**config.mk**
```make
export PLATFORM = sky130hd
export DESIGN_NAME = _decode_issue_flat
export DESIGN_NICKNAME = d
export VERILOG_FILES = /design/src/rtl/_decode_issue_if.sv /design/src/rtl/_decode_issue.sv /design/src/flat_wrapper.sv
export SDC_FILE = /design/constraint.sdc
export NUM_CORES = 1
export LEC_CHECK = 0
export ABC_CLOCK_PERIOD_IN_PS = 2200
export BUFFER_PORTS_ARGS = -buffer_cell sky130_fd_sc_hd__buf_2
export CAP_MARGIN = 20
export CORE_MARGIN = 1.5
export CORE_UTILIZATION = 46
export DETAILED_ROUTE_END_ITERATION = 7
export GPL_ROUTABILITY_DRIVEN = 0
export PLACE_DENSITY_LB_ADDON = 0.2
export SYNTH_ARGS = -nofsm -noshare
export SYNTH_HDL_FRONTEND = slang
export SYNTH_SLANG_ARGS = --single-unit
export TNS_END_PERCENT = 30
```
**constraint.sdc**
```tcl
create_clock -name clk -period 2.2 [get_ports clk]
set_input_delay 0.33 -clock clk [delete_from_list [all_inputs] [get_ports clk]]
set_output_delay 0.33 -clock clk [all_outputs]
set_load 0.02 [all_outputs]
```
**src/rtl/_decode_issue_if.sv**
```systemverilog
// Fetch, register-file, writeback and execute signals of the decode/issue stage.
// master drives the stage from outside; slave is the stage itself.
interface _decode_issue_if;
  logic        instr_valid;
  logic [15:0] instr;
  logic        instr_ready;
  logic [2:0]  A1;
  logic [2:0]  A2;
  logic [2:0]  A3;
  logic        WE3;
  logic        Rwe2;
  logic [7:0]  i2;
  logic        wb_valid;
  logic [2:0]  wb_addr;
  logic        ex_valid;
  logic [3:0]  ex_op;
  logic [2:0]  ex_rd;
  logic        ex_ready;
  logic        halted;

  modport master (
    output instr_valid, instr, wb_valid, wb_addr, ex_ready,
    input  instr_ready, A1, A2, A3, WE3, Rwe2, i2, ex_valid, ex_op, ex_rd, halted
  );

  modport slave (
    input  instr_valid, instr, wb_valid, wb_addr, ex_ready,
    output instr_ready, A1, A2, A3, WE3, Rwe2, i2, ex_valid, ex_op, ex_rd, halted
  );
endinterface

```
**src/rtl/_decode_issue.sv**
```systemverilog
// Decode/issue stage: one ID register, 8-bit write scoreboard, single-entry ID/EX register.
// LI writes the register file directly on its issue edge; ALU ops go to execute.
module _decode_issue (
  input  logic           clk,
  input  logic           rst,
  _decode_issue_if.slave bus
);
  localparam logic [0:0] StRun  = 1'b0;
  localparam logic [0:0] StHalt = 1'b1;

  logic [0:0]  state_q;
  logic        id_valid_q;
  logic [15:0] id_instr_q;
  logic        ex_valid_q;
  logic [3:0]  ex_op_q;
  logic [2:0]  ex_rd_q;
  logic [7:0]  pending_q, pending_d;

  logic [3:0] op;
  logic [2:0] rd, rs1, rs2;
  logic       is_li, is_halt, is_alu;
  logic       stall, issue, accept;

  always_comb begin
    op      = id_instr_q[15:12];
    rd      = id_instr_q[11:9];
    rs1     = id_instr_q[8:6];
    rs2     = id_instr_q[5:3];
    is_li   = (op == 4'h1);
    is_halt = (op == 4'hF);
    is_alu  = (op != 4'h0) && !is_li && !is_halt;
    // rs2 == 0 selects the immediate, so it never waits on the scoreboard
    stall   = (is_alu && pending_q[rs1])
            || (is_alu && (rs2 != 3'd0) && pending_q[rs2])
            || ((is_alu || is_li) && pending_q[rd])
            || (is_li && bus.wb_valid)
            || (is_alu && ex_valid_q && !bus.ex_ready);
    issue   = id_valid_q && !stall && (state_q == StRun);
    accept  = bus.instr_valid && bus.instr_ready;
  end

  always_comb begin
    pending_d = pending_q;
    if (bus.wb_valid) pending_d[bus.wb_addr] = 1'b0;
    // A same-cycle set beats the writeback clear
    if (issue && is_alu) pending_d[rd] = 1'b1;
  end

  assign bus.instr_ready = (state_q == StRun) && (!id_valid_q || issue);
  assign bus.halted      = (state_q == StHalt);
  assign bus.A1          = rs1;
  assign bus.A2          = rs2;
  assign bus.A3          = bus.wb_valid ? bus.wb_addr : rd;
  assign bus.WE3         = bus.wb_valid;
  assign bus.Rwe2        = issue && is_li;
  assign bus.i2          = is_li ? id_instr_q[7:0] : {5'b0, id_instr_q[2:0]};
  assign bus.ex_valid    = ex_valid_q;
  assign bus.ex_op       = ex_op_q;
  assign bus.ex_rd       = ex_rd_q;

  always_ff @(posedge clk or posedge rst) begin
    if (rst) begin
      state_q    <= StRun;
      id_valid_q <= 1'b0;
      id_instr_q <= 16'h0;
      ex_valid_q <= 1'b0;
      ex_op_q    <= 4'h0;
      ex_rd_q    <= 3'd0;
      pending_q  <= 8'h0;
    end else begin
      pending_q <= pending_d;
      if (issue && is_halt) state_q <= StHalt;
      if (accept) begin
        id_valid_q <= 1'b1;
        id_instr_q <= bus.instr;
      end else if (issue) begin
        id_valid_q <= 1'b0;
      end
      if (issue && is_alu) begin
        ex_valid_q <= 1'b1;
        ex_op_q    <= op;
        ex_rd_q    <= rd;
      end else if (bus.ex_ready) begin
        ex_valid_q <= 1'b0;
      end
    end
  end
endmodule

```
**src/flat_wrapper.sv**
```systemverilog
// flat-port wrapper written by rule: the top's interface ports become plain ports
module _decode_issue_flat 
  (clk, rst, bus_instr_valid, bus_instr, bus_wb_valid, bus_wb_addr, bus_ex_ready, bus_instr_ready, bus_A1, bus_A2, bus_A3, bus_WE3, bus_Rwe2, bus_i2, bus_ex_valid, bus_ex_op, bus_ex_rd, bus_halted);
  _decode_issue_if bus_i ();
  input  logic clk;
  input  logic rst;
  input wire logic [$bits(bus_i.instr_valid)-1:0] bus_instr_valid;
  input wire logic [$bits(bus_i.instr)-1:0] bus_instr;
  input wire logic [$bits(bus_i.wb_valid)-1:0] bus_wb_valid;
  input wire logic [$bits(bus_i.wb_addr)-1:0] bus_wb_addr;
  input wire logic [$bits(bus_i.ex_ready)-1:0] bus_ex_ready;
  output wire logic [$bits(bus_i.instr_ready)-1:0] bus_instr_ready;
  output wire logic [$bits(bus_i.A1)-1:0] bus_A1;
  output wire logic [$bits(bus_i.A2)-1:0] bus_A2;
  output wire logic [$bits(bus_i.A3)-1:0] bus_A3;
  output wire logic [$bits(bus_i.WE3)-1:0] bus_WE3;
  output wire logic [$bits(bus_i.Rwe2)-1:0] bus_Rwe2;
  output wire logic [$bits(bus_i.i2)-1:0] bus_i2;
  output wire logic [$bits(bus_i.ex_valid)-1:0] bus_ex_valid;
  output wire logic [$bits(bus_i.ex_op)-1:0] bus_ex_op;
  output wire logic [$bits(bus_i.ex_rd)-1:0] bus_ex_rd;
  output wire logic [$bits(bus_i.halted)-1:0] bus_halted;
  assign bus_i.instr_valid = bus_instr_valid;
  assign bus_i.instr = bus_instr;
  assign bus_i.wb_valid = bus_wb_valid;
  assign bus_i.wb_addr = bus_wb_addr;
  assign bus_i.ex_ready = bus_ex_ready;
  assign bus_instr_ready = bus_i.instr_ready;
  assign bus_A1 = bus_i.A1;
  assign bus_A2 = bus_i.A2;
  assign bus_A3 = bus_i.A3;
  assign bus_WE3 = bus_i.WE3;
  assign bus_Rwe2 = bus_i.Rwe2;
  assign bus_i2 = bus_i.i2;
  assign bus_ex_valid = bus_i.ex_valid;
  assign bus_ex_op = bus_i.ex_op;
  assign bus_ex_rd = bus_i.ex_rd;
  assign bus_halted = bus_i.halted;
  _decode_issue u_core (.clk(clk), .rst(rst), .bus(bus_i));
endmodule
```
# Word-level counts from Yosys, hierarchy flattened
# Index checks and enable logic that the tools add are counted.
dict set report word_totals {
  memories 0
  ramBits 0
  reg_bits 34
  latch_bits 0
  inputBits 24
  mem_bits_ro 0
  elab_cells 70
  out_inout_bits 29
}
dict set report classes {
  n_mux 18
  shifts 0
  n_reduce_logical 33
  eq_ne 2
  div_mod_pow 0
  addsub 0
  n_lt_le_gt_ge 6
  n_mul 0
  bitwise_logic 4
}
# operator n
set ops {}
lappend ops {{8-bit 2-to-1 mux} 3}
lappend ops {{1-bit logical AND} 18}
lappend ops {{3-bit by 4-bit < comparator with 1-bit output (second input constant)} 4}
lappend ops {{1-bit binary-select mux with 3-bit select} 3}
lappend ops {{1-bit 2-to-1 mux} 9}
lappend ops {{8-bit bitwise AND} 1}
lappend ops {{8-bit NOT} 1}
lappend ops {{8-bit OR} 1}
lappend ops {{1-bit demux with 3-bit select} 2}
lappend ops {{3-bit by 1-bit >= comparator with 1-bit output (second input constant)} 2}
lappend ops {{1-bit logical OR} 6}
lappend ops {{1-bit zero test} 5}
lappend ops {{4-bit by 1-bit == test with 1-bit output (second input constant)} 1}
lappend ops {{4-bit == test (second input constant)} 1}
lappend ops {{2-bit nonzero test} 2}
lappend ops {{4-bit nonzero test} 1}
lappend ops {{3-bit 2-to-1 mux} 1}
lappend ops {{3-bit nonzero test} 1}
lappend ops {{1-bit NOT} 1}

# Longest topological paths before layout
dict set report logic_depth {
  word_depth 17
  mapped_depth 8
  ltp_nobuf 6
}

# Least setup slack after synthesis
# Ideal clock, no wire load.
dict set report synth_timing {
  kind {register -> output}
  startpoint {register u_core.id_instr_q[3]}
  endpoint {output port bus_instr_ready}
  slack_ns -0.135
  stages_incl_launch_ff 7
  t_arrival_ns 2.005
  n_path_buf 1
  path_cell_list {dfrtp_1 -> clkbuf_1 -> mux2_2 -> a311oi_2 -> a31oi_4 -> o21ai_1 -> nor2b_1}
}
dict set report synth_via {
  elab_chain_len 12
  word_cells_on_any_way 14
}
# item line_no
set synth_rtl {}
lappend synth_rtl {{start, declared} _decode_issue.sv:13} ;# logic [15:0] id_instr_q;
lappend synth_rtl {{start signal, assigned} _decode_issue.sv:75} ;# id_instr_q <= bus.instr;
lappend synth_rtl {{1-bit binary-select mux with 3-bit select / 3-bit nonzero test (equally long branches)} _decode_issue.sv:34} ;# || (is_alu && (rs2 != 3'd0) && pending_q[rs2])
lappend synth_rtl {{1-bit 2-to-1 mux (not written as such) / 1-bit logical AND (equally long branches)} _decode_issue.sv:34}
lappend synth_rtl {{1-bit logical AND (*)} _decode_issue.sv:34}
lappend synth_rtl {{1-bit logical OR (*)} _decode_issue.sv:34}
lappend synth_rtl {{1-bit logical OR (*)} _decode_issue.sv:35} ;# || ((is_alu || is_li) && pending_q[rd])
lappend synth_rtl {{1-bit logical OR (*)} _decode_issue.sv:36} ;# || (is_li && bus.wb_valid)
lappend synth_rtl {{1-bit logical OR (*)} _decode_issue.sv:37} ;# || (is_alu && ex_valid_q && !bus.ex_ready);
lappend synth_rtl {{1-bit zero test (*)} _decode_issue.sv:38} ;# issue = id_valid_q && !stall && (state_q == StRun);
lappend synth_rtl {{1-bit logical AND (*) (2 in a row)} _decode_issue.sv:38}
lappend synth_rtl {{1-bit logical OR (*)} _decode_issue.sv:49} ;# assign bus.instr_ready = (state_q == StRun) && (!id_valid_q || issue);
lappend synth_rtl {{1-bit logical AND (*)} _decode_issue.sv:49}
lappend synth_rtl {{end, declared} flat_wrapper.sv:12} ;# output wire logic [$bits(bus_i.instr_ready)-1:0] bus_instr_ready;
# Every way passes the cells marked *; elsewhere a longest branch is shown, timed or not. The select of a mux whose other input is x is not followed.

# Worst setup path after layout
dict set report layout_timing {
  startpoint {register u_core.id_instr_q[9]}
  endpoint {output port bus_instr_ready}
}
dict set report layout_via {
  elab_chain_len 11
}
# item line_no
set layout_rtl {}
lappend layout_rtl {{1-bit binary-select mux with 3-bit select} _decode_issue.sv:35}
lappend layout_rtl {{1-bit 2-to-1 mux (not written as such)} _decode_issue.sv:35}
lappend layout_rtl {{1-bit logical AND} _decode_issue.sv:35}
lappend layout_rtl {{1-bit logical OR} _decode_issue.sv:35}
lappend layout_rtl {{1-bit logical OR} _decode_issue.sv:36}
lappend layout_rtl {{1-bit logical OR} _decode_issue.sv:37}
lappend layout_rtl {{1-bit zero test} _decode_issue.sv:38}
lappend layout_rtl {{1-bit logical AND (2 in a row)} _decode_issue.sv:38}
lappend layout_rtl {{1-bit logical OR} _decode_issue.sv:49}
lappend layout_rtl {{1-bit logical AND} _decode_issue.sv:49}
# Every way passes these cells. The select of a mux whose other input is x is not followed.

==> impl_results.md <==
- Result of the run: complete, but fails checks
- Failing checks: setup timing
- Crit share post-route: 1.075
- Unrepaired setup endpoints after global routing: true
- Vias: 1409
- Cells after synthesis: 154
- Worst Tran Pin Value: approximately 0.4 ns
- Commonest non-fill, non-tap cell in the layout: buf_2
- Fin crit period: 2.365 ns
- Setup ws final: -0.1651 ns
- Slew headroom: 0.7271
- Initial antenna violation count: 0
- Initial DRC Count: 36
- Row cnt: 22
- Sequential area share after synthesis: 0.4591
- Critical path type: flip-flop to output port
- I/O Pins: 53
- Max-slew violations: 0
- Crit path capture type: output port
- Detailed Route WL: 3.909 mm
- Post-route ant nets: 0
- Vias in the first global route: 1399
- Synthesis warning total: 0
- Vias/cell: 5.357
- Port bufs: 52
- Starting density of the core: 0.4914
- Antenna diodes: 0
- Die height: about 66 µm
- Avg Synthesized Cell Area: about 12 µm²
- Syn nets: 178
- Share of cells above drive strength 1: 0.5023
- Post-synth EDFFs: 0
- Critical Path AT: 2.04 ns
- Detailed Place HPWL: 2.916 mm
- Worst setup startpoint: u_core.id_instr_q[9]
- Tot GR Track Use: 0.1922
- TritonRoute pass-1 iters: 5
- Worst r2r src: u_core.id_instr_q[9]
- Crit-path max cell delay: ~0.50 ns
- FILL cells: slightly above 300
- Most used DFF post-synth: dfrtp_1
- F_max: 422.8 MHz
- CP bufs+invs: 1
- Area delta synth->final: 25.79%
- Drt wl/cell: ~15 µm
- Hold crit path type: input pin to flip-flop
- H-tree Lvls: 2
- Leading cell types in the layout, fill and taps excluded: buf_2, dfrtp_1, buf_4
- Placement Cell Area: 2167 µm²
- Clock-pin slew on the worst setup and hold paths: 0.06 ns
- Largest net degree at the start of global routing: 33
- Overall power: 3.853 mW
- Die Width: between 60 and 70 µm
- Core Region: approximately 3800 µm²
- CP Max Fanout: 5
- Seq cells post-synth: 34
- Latest clock arrival within the worst-skew pair: 0.28 ns
- Final setup violation count: 16
- CTS sink count: 34
- HP Start: bus_instr[11]
- GRT overflow: 0
- Power Density: 1653 nW/µm²
- Cell area after synthesis: 1853 µm²
- DR DRC count: 0
- P_leak: 1.153 nW
- TritonCTS Buffers: 5
- First-pass GRT wire length: between 6 and 7 mm
- Count of final hold-check violations: 0
- CP cell instances: mux2i_1 > mux4_2 > a21boi_4 > a31oi_4 > o21ai_2 > nor2b_4 > buf_6
- Worst vdd ir: 0.0007769 V
- Final cell area excluding filler cells: around 2300 µm²
- TritonCTS clock tree: done
- Async S/R FF share, synth: 1.000
- Max-Cap Viols: 0
- Clock root cell: clkbuf_8
- CP top delay family: multiplexers
- CP Launch Type: flip-flop
- Nets: 238
- DIE AREA: 4418 µm²
- Req. time, crit path: 1.87 ns
- Clock skew: approximately 0.0037 ns
- Synth cell types: 34
- Max Root-Sink Buffers: 2
- CP max-delay cell: mux4_2
## cell families (layout without fill, tap and decap cells)
logic type / count (synthesis) / count (layout) / synth area share
buffers and inverters: 23 / 84 / 0.07630
DFF: 34 / 34 / 0.4592
and+or+nand+nor: 33 / 33 / 0.09791
muxes: 33 / 33 / 0.2275
AOI/OAI and AO/OA: 31 / 31 / 0.1391
## through the flow
step           hold WS, ns  setup TNS, ns  utilization  std cells  worst slack [ns]
6_report            0.2744         -1.720       0.6181        263           -0.1651
5_1_grt             0.2688         -3.109       0.6181        263           -0.2499
4_1_cts             0.2678        -0.5564       0.6121        261           -0.1961
3_5_place_dp        0.1937      -0.001572       0.5747        249         -0.001572
3_3_place_gp        0.1865              0       0.5747        249           0.03240
2_1_floorplan       0.4644              0            -        154          0.001489
## power by group
part	switching (mW)	leakage [nW]	internal (mW)	total [mW]
Combinational	0.983	0.695	1.14	2.12
Clock	0.209	0.0482	0.252	0.461
Sequential	0.344	0.409	0.930	1.27
## synth_stat cells (5+ instances only)
cell type	n	area [µm²]
and3_1	5	31.28
buf_4	10	75.07
dfrtp_1	34	850.8
inv_1	7	26.28
mux2_2	12	135.1
mux2_4	10	150.1
mux2i_1	8	80.08
nand2_1	10	37.54
nand2b_1	8	50.05
o21ai_0	9	45.04
o31ai_1	5	37.54
o41ai_1	6	52.55
## per-layer routing
layer  global-route usage  vias to the layer above  share of wire
li1                     -                      673              -
met1               0.2395                      684           0.45
met4              0.06888                        0          0.010
met5                    0                        -              0
met3              0.04730                        5          0.052
met2               0.3225                       47           0.49
## path summary, 6_finish.rpt
path,cells after the start,slack (ns),end
setup / recovery,7,-0.17,bus_instr_ready
hold / removal,2,0.27,u_core.id_instr_q[11]
setup reg to reg,9,-0.11,u_core.id_instr_q[11]
hold reg to reg,1,0.50,u_core.bus.ex_rd[1]
max in group asynchronous,4,1.13,u_core.id_instr_q[9]
min in group asynchronous,3,0.44,u_core.id_instr_q[1]
## area by class of cell
cell class                      instances  area [µm²]  area share
Sequential cell                        34       853.3      0.3661
Clock buffer                            7       86.33     0.03704
Timing Repair Buffer                   69       412.9      0.1771
Clock inverter                          1       5.005    0.002147
Multi-Input combinational cell         97       887.1      0.3806
Inverter                                7       26.28     0.01127
Tap cell                               48       60.06     0.02576
## flip-flops by register name (all words and copies together) (netlist names)
signal               count
u_core.bus.ex_rd         3
u_core.bus.ex_op         4
u_core.id_valid_q        1
u_core.id_instr_q       16
u_core.bus.ex_valid      1
u_core.pending_q         8
u_core.bus.halted        1
## repair_timing
| item | in CTS | in global routing |
|---|---|---|
| endpoints found under the hold margin | 2 | 0 |
| setup endpoints to repair | 1 | 21 |
| gates resized for setup | 6 | 2 |
| buffers inserted | 3 | 2 |
| hold buffers | 1 | 0 |
| pin swaps | 4 | 1 |
No activity file was read; power rests on OpenSTA's default activity.
